--- config.mk ---
export PLATFORM = sky130hd
export DESIGN_NAME = operand_fetch_stage
export DESIGN_NICKNAME = d
export VERILOG_FILES = /design/src/rtl/operand_fetch_stage.sv
export SDC_FILE = /design/constraint.sdc
export NUM_CORES = 1
export LEC_CHECK = 0
export CAP_MARGIN = 30
export CORE_AREA = 3 3 268 270
export DETAILED_ROUTE_END_ITERATION = 8
export DIE_AREA = 0 0 271 273
export GPL_ROUTABILITY_DRIVEN = 1
export PLACE_DENSITY = 0.61
export SETUP_SLACK_MARGIN = 0.3
export SLEW_MARGIN = 5
export SYNTH_ARGS = -nofsm -noshare
export SYNTH_HDL_FRONTEND = slang
export SYNTH_SLANG_ARGS = --single-unit
--- constraint.sdc ---
create_clock -name clk -period 4.4 [get_ports clk]
set_input_delay 1.32 -clock clk [delete_from_list [all_inputs] [get_ports clk]]
set_output_delay 1.32 -clock clk [all_outputs]
set_load 0.1 [all_outputs]
--- src/rtl/operand_fetch_stage.sv ---
// Operand fetch stage: 16x32 register file, busy scoreboard, one-deep output register.
// Optional macro OF_WB_BYPASS_EN: forwards same-cycle writeback data to the read ports
// and evaluates busy after the same-cycle writeback clear.
module operand_fetch_stage (
  input  logic        clk,
  input  logic        reset,
  input  logic        in_valid,
  output logic        in_ready,
  input  logic [3:0]  in_op,
  input  logic [3:0]  in_rd,
  input  logic [3:0]  in_rs1,
  input  logic [3:0]  in_rs2,
  input  logic        in_isImm,
  input  logic [31:0] in_imm,
  input  logic        wb_en,
  input  logic [3:0]  wb_rd,
  input  logic [31:0] wb_data,
  input  logic        flush,
  output logic        out_valid,
  input  logic        out_ready,
  output logic [31:0] out_A,
  output logic [31:0] out_B,
  output logic [12:0] out_ctrl,
  output logic [3:0]  out_rd,
  output logic        err_illegal
);

  localparam int unsigned DATA_W = 32;
  localparam int unsigned NREG   = 16;
  localparam int unsigned CTRL_W = 13;

  localparam logic [3:0] OP_CMP = 4'd5;
  localparam logic [3:0] OP_NOT = 4'd8;
  localparam logic [3:0] OP_MOV = 4'd9;
  localparam logic [3:0] OP_ASR = 4'd12;

  logic [DATA_W-1:0] r_rf [NREG];
  logic [NREG-1:0]   r_busy;
  logic              r_out_valid;
  logic [DATA_W-1:0] r_out_a;
  logic [DATA_W-1:0] r_out_b;
  logic [CTRL_W-1:0] r_out_ctrl;
  logic [3:0]        r_out_rd;
  logic              r_err;

  logic [NREG-1:0]   w_clr_mask;
  logic [NREG-1:0]   w_busy_eff;
  logic [DATA_W-1:0] w_rd_a;
  logic [DATA_W-1:0] w_rd_b;
  logic              w_use_rs1;
  logic              w_use_rs2;
  logic              w_hazard;
  logic              w_legal;
  logic              w_accept;

  // Register reads, source usage and hazard detection
  always_comb begin
    w_clr_mask = wb_en ? (NREG'(1) << wb_rd) : '0;
`ifdef OF_WB_BYPASS_EN
    w_busy_eff = r_busy & ~w_clr_mask;
    w_rd_a     = (wb_en && (wb_rd == in_rs1)) ? wb_data : r_rf[in_rs1];
    w_rd_b     = (wb_en && (wb_rd == in_rs2)) ? wb_data : r_rf[in_rs2];
`else
    w_busy_eff = r_busy;
    w_rd_a     = r_rf[in_rs1];
    w_rd_b     = r_rf[in_rs2];
`endif
    w_use_rs1 = (in_op != OP_MOV);
    w_use_rs2 = !in_isImm && (in_op != OP_NOT);
    w_hazard  = (w_use_rs1 && w_busy_eff[in_rs1]) || (w_use_rs2 && w_busy_eff[in_rs2]);
    w_legal   = (in_op <= OP_ASR);
    in_ready  = !reset && !flush && (!r_out_valid || out_ready) && !w_hazard;
    w_accept  = in_valid && in_ready;
  end

  // Register file write port; reset clears every entry
  always_ff @(posedge clk) begin
    if (reset) begin
      for (int i = 0; i < int'(NREG); i++) r_rf[i] <= '0;
    end else if (wb_en) begin
      r_rf[wb_rd] <= wb_data;
    end
  end

  // Busy scoreboard: flush clears all, issue set wins over writeback clear
  always_ff @(posedge clk) begin
    if (reset || flush) begin
      r_busy <= '0;
    end else begin
      r_busy <= (r_busy & ~w_clr_mask) |
                ((w_accept && w_legal && (in_op != OP_CMP)) ? (NREG'(1) << in_rd) : '0);
    end
  end

  // Output register: load on legal accept, hold while stalled, drop on consume or flush
  always_ff @(posedge clk) begin
    if (reset) begin
      r_out_valid <= 1'b0;
      r_out_a     <= '0;
      r_out_b     <= '0;
      r_out_ctrl  <= '0;
      r_out_rd    <= '0;
      r_err       <= 1'b0;
    end else begin
      r_err <= w_accept && !w_legal;
      if (flush) begin
        r_out_valid <= 1'b0;
      end else if (w_accept && w_legal) begin
        r_out_valid <= 1'b1;
        r_out_a     <= w_rd_a;
        r_out_b     <= in_isImm ? in_imm : w_rd_b;
        r_out_ctrl  <= CTRL_W'(1) << in_op;
        r_out_rd    <= in_rd;
      end else if (out_ready) begin
        r_out_valid <= 1'b0;
      end
    end
  end

  assign out_valid   = r_out_valid;
  assign out_A       = r_out_a;
  assign out_B       = r_out_b;
  assign out_ctrl    = r_out_ctrl;
  assign out_rd      = r_out_rd;
  assign err_illegal = r_err;

endmodule

* Word level (Yosys, flattened, before mapping)
Memories as Yosys holds them, arrays and structs flattened. A register that Yosys moved wholly into a read port is not among the register bits. Index checks and enable logic that the tools add are counted.
Cells by class: order comparisons 3, eq/ne operators 3, shift operators 3, mux-type cells 17, bitwise gates (word level) 4, reductions and logical operators 23
Operator list (number):
- $mux W32 | 2
- $mux W16 | 2
- $reduce_or A32 Y1 | 1
- $shl A1 B4 Y16 const A | 2
- $and A16 B16 Y16 | 1
- $not A16 Y16 | 1
- $or A16 B16 Y16 | 1
- $shl A1 B4 Y13 const A | 1
- $logic_and A1 B1 Y1 | 10
- $lt A4 B5 Y1 const B | 2
- $mux W1 | 10
- $bmux W1 S4 | 2
- $ne A4 B4 Y1 const B | 2
- $logic_not A1 Y1 | 6
- $le A4 B4 Y1 const B | 1
- $mux W4 | 1
- $ne A4 B3 Y1 const B | 1
- $logic_or A1 B1 Y1 | 3
- $reduce_and A2 Y1 | 1
- $reduce_bool A2 Y1 | 1
- $reduce_or A2 Y1 | 1
- $not A1 Y1 | 1
Storage, ports and cells: register bits 67, bits in writable memories 512, input port bits 91, output and inout bits 84, logic and storage cells 60, memories kept 1
Memory list:
- r_rf | words 16, width 32, rd ports 2, clocked after Yosys merged registers in 1, write ports 16, line 37 | logic [DATA_W-1:0] r_rf [NREG];

* Longest topological paths before layout
depth after elaboration 11, depth in mapped cells 10, depth with buffers taken out 6

* Worst setup path before layout
OpenSTA, ideal clock, no wires.
path kind in2out, from input in_rs1[1], to output in_ready, arrival 3894 ps, required time 3080 ps, setup slack -814 ps, cell stages on the path 7, buffers on the path 3, cell sequence clkbuf_1 mux4_2 nor2b_1 o2111ai_2 buf_6 clkbuf_1 nor2_1
Between the ends: word-level cells in the longest chain between the ends 6
Ends and longest elaborated chain:
- from (decl) | line 11 | input logic [3:0] in_rs1,
- $bmux W1 S4 | line 70 | w_hazard = (w_use_rs1 && w_busy_eff[in_rs1]) || (w_use_rs2 && w_busy_eff[in_rs2]);
- $mux W1 (implied by the code) | line 70
- $logic_and A1 B1 Y1 | line 70
- $logic_or A1 B1 Y1 | line 70
- $logic_not A1 Y1 | line 72 | in_ready = !reset && !flush && (!r_out_valid || out_ready) && !w_hazard;
- $logic_and A1 B1 Y1 | line 72
- to (decl) | line 8 | output logic in_ready,
No other way between the ends. The select of a mux whose other input is x is not followed.

* Worst setup path in the final report
from input in_rs1[0], to output in_ready
Same word-level chain as after synthesis.

==> metrics.txt <==
outcome=completed; Clk pin slew, worst setup/hold paths=0.06 ns; CTS buffer count=70; #FFs+latches synth=between 600 and 700; Synth cell types=between 40 and 50; DR vias/cell=6.30; Row Count=97; CP Data Required Time=3.08 ns; hold-fix buffers at CTS=0; die width=271 um; Hold Path Depth=2; final hold slack=0.477 ns; sequential cell area=between 0.015 and 0.02 mm^2; final worst path period share=91.4%; CP max-delay cell=mux4_2; via count of the first global-routing pass=21900; syn nets=2427; Ports=175; Critical Path Start=in_rs1[0]; Worst Tran Pin Value=1.09 ns; worst reg2reg path depth=6; # placed instances=3317; RR Startpoint=r_busy[7]; FMAX=between 200 and 250 MHz; minimum clock period=4.02 ns; first drt pass iteration count=5; dpl hpwl=61100 um; port bufs=174; switching share of power=about a quarter; Worst EP arrival=2.70 ns; Overflow after GRT=0; 1st-iter DRT viols=2947; worst path cell trace=clkbuf_8 > mux4_2 > mux2i_1 > or3_4 > o2111ai_4 > nor2_4 > buf_12; drt drc=0; crit-path max cell delay=0.49 ns; clk_skew=0.0219 ns; FF-to-FF setup slack=1.81 ns; Seq pwr share=46.7%; RSZ-0062 raised after global routing=no; Clk pwr share=40.7%; worst setup path class=primary input to primary output; clk_lat worst skew=roughly 0.61 ns; RD Place Congestion=0.869; Comb pwr share=12.6%; Avg Cell Area, Syn=13.4 um^2; clock root cell=clkbuf_16; final hold violations=0; Max Slew Vio Count=0; Total Power=0.0145 W; Post-synth EDFFs=512; core footprint=~0.07 mm^2; antenna violations before repair=5; r2r endpoint=out_ctrl[6]; first-pass GRT wire length=153000 um; Power Density=a little under 400 mW/mm^2; post-layout util=53.2%; P_int=0.0108 W; Psw=approximately 0.0037 W; worst-path fanout max=7; Synth Flop Type=edfxtp_1; WL per Instance=30.9 um; via count=between 20000 and 25000; Leak=12.8 nW; largest net degree at the start of global routing=111; Final Non-Filler Cells=around 3500; Max Cap Viol=0; sequential share of the synthesized area=55.5%; Rel. slew slack=27.0%; GRT Util Overall=28.6%; area delta synth->final=18.6%; HP Start=out_ctrl[7]; Clock Path Buffers=3; share of cells above drive strength 1=19.4%; Hold Crit Class=register to register; Startpoint Class=primary input; area of the multi-input gates=0.0133 mm^2; Critical Path Sink Type=primary output; nets@finish=2543; H-tree Lvls=3; total clock sinks=between 600 and 700; Die ar.=0.0740 mm^2; Worst IR Drop VDD=approximately 210 uV; Initial Util=44.9%; ys async rst share=0%; CTS tree=yes; Ys Warns=0; Mapped Cells=2336; Post-Route Setup TNS=0 ns; Fillers=slightly below 6000; Setup Viol. Count Final=0; die height=273 um; Mapped Area=0.0313 mm^2; worst hold endpoint=out_ctrl[7]; drt total wl=107000 um; DRT antenna net count=0
critical path: cells and delay by family:
| family | cells | cell delay (ns) |
|---|---|---|
| multiplexers | 2 | 0.63 |
| buffers and inverters | 2 | 0.34 |
| AND/OR/NAND/NOR | 2 | 0.29 |
| AO/OA/AOI/OAI | 1 | 0.11 |
layout make-up:
class                      instances  area share (%)
antenna                            4          0.0270
sequential                       611            46.8
clock buffer                     101            5.43
multi-input combinational       1498            35.8
clock inverter                    28           0.776
timing repair buffer             271            8.08
tap                              940            3.17
worst max-delay path by stage:
stage          endpoint  cells past startpoint  slack [ns]
6_report       in_ready                      7        0.38
5_1_grt        in_ready                      7        0.31
4_1_cts        in_ready                      7        0.31
3_5_place_dp   in_ready                      7        0.07
3_3_place_gp   in_ready                      7        0.05
2_1_floorplan  in_ready                      8        0.01
registers in the layout, indices dropped and copies added, names as in the netlist:
register / count
r_rf: 512
out_rd: 4
out_A: 32
err_illegal: 1
out_ctrl: 13
out_B: 32
out_valid: 1
r_busy: 16
stage by stage:
step	instance area, um^2	setup WS (ns)
CTS	37100	0.307
global route	37100	0.308
finish	37100	0.378
detailed placement	34700	0.0661
floorplan	31300	0.0135
global placement	34600	0.0543
power by group through the flow:
stage	combinational [W]	clock (W)	sequential, W
3_5_place_dp	0.00180	0	0.00687
6_report	0.00182	0.00590	0.00676
4_1_cts	0.00181	0.00598	0.00675
2_1_floorplan	0.000967	0	0.00696
5_1_grt	0.00190	0.00621	0.00678
3_3_place_gp	0.00178	0	0.00685
cell usage in the layout (no fill, tap or decap), types with 9 or more instances in the layout:
cell,netlist,final
clkinv_2,0,9
and2_1,514,514
buf_12,0,37
nand2b_1,20,11
nand2_1,80,79
mux2i_1,138,138
buf_4,3,61
o21ai_0,114,114
clkbuf_16,0,74
clkdlybuf4s50_1,0,159
nor2_2,0,17
mux4_2,227,227
nor2_1,29,11
edfxtp_1,512,512
o41ai_1,9,9
a22oi_1,35,35
o22ai_1,32,32
clkbuf_1,176,21
dfxtp_1,99,99
nand3_1,118,117
a21oi_1,111,111
metal layers:
metal  up-vias  wire, um  GRT usage, %
li1       9075         -             -
met4         2      3730          10.2
met3       218     10900          6.22
met1     11100     42300          38.9
met2      1325     49700          45.6
met5         -        13             0
cells by family (layout without fill, tap and decap cells):
family / count (synthesis) / count (layout) / synth area share, %
buffers and inverters: 227 / 400 / 2.95
AO/OA/AOI/OAI: 330 / 330 / 6.07
multiplexers: 366 / 366 / 20.8
flip-flops: 611 / 611 / 55.5
other: 0 / 4 / 0
AND/OR/NAND/NOR: 802 / 802 / 14.7
synthesized netlist by cell type (20+ instances only):
library cell | n | area, um^2
o21ai_0 | 114 | 571
nand2_1 | 80 | 300
o22ai_1 | 32 | 200
mux2i_1 | 138 | 1380
nor2_1 | 29 | 109
mux4_2 | 227 | 5110
nand3_1 | 118 | 591
nand2b_1 | 20 | 125
and2_1 | 514 | 3220
a21oi_1 | 111 | 556
edfxtp_1 | 512 | 15400
clkbuf_1 | 176 | 661
a22oi_1 | 35 | 263
buf_2 | 37 | 185
dfxtp_1 | 99 | 1980
what timing repair did:
item	4_1_cts	5_1_grt
gates cloned	0	0
setup endpoints to repair	1	1
buffers inserted	2	0
pin swaps	2	1
gates resized for setup	9	3
(Power assumes the default switching activity.)
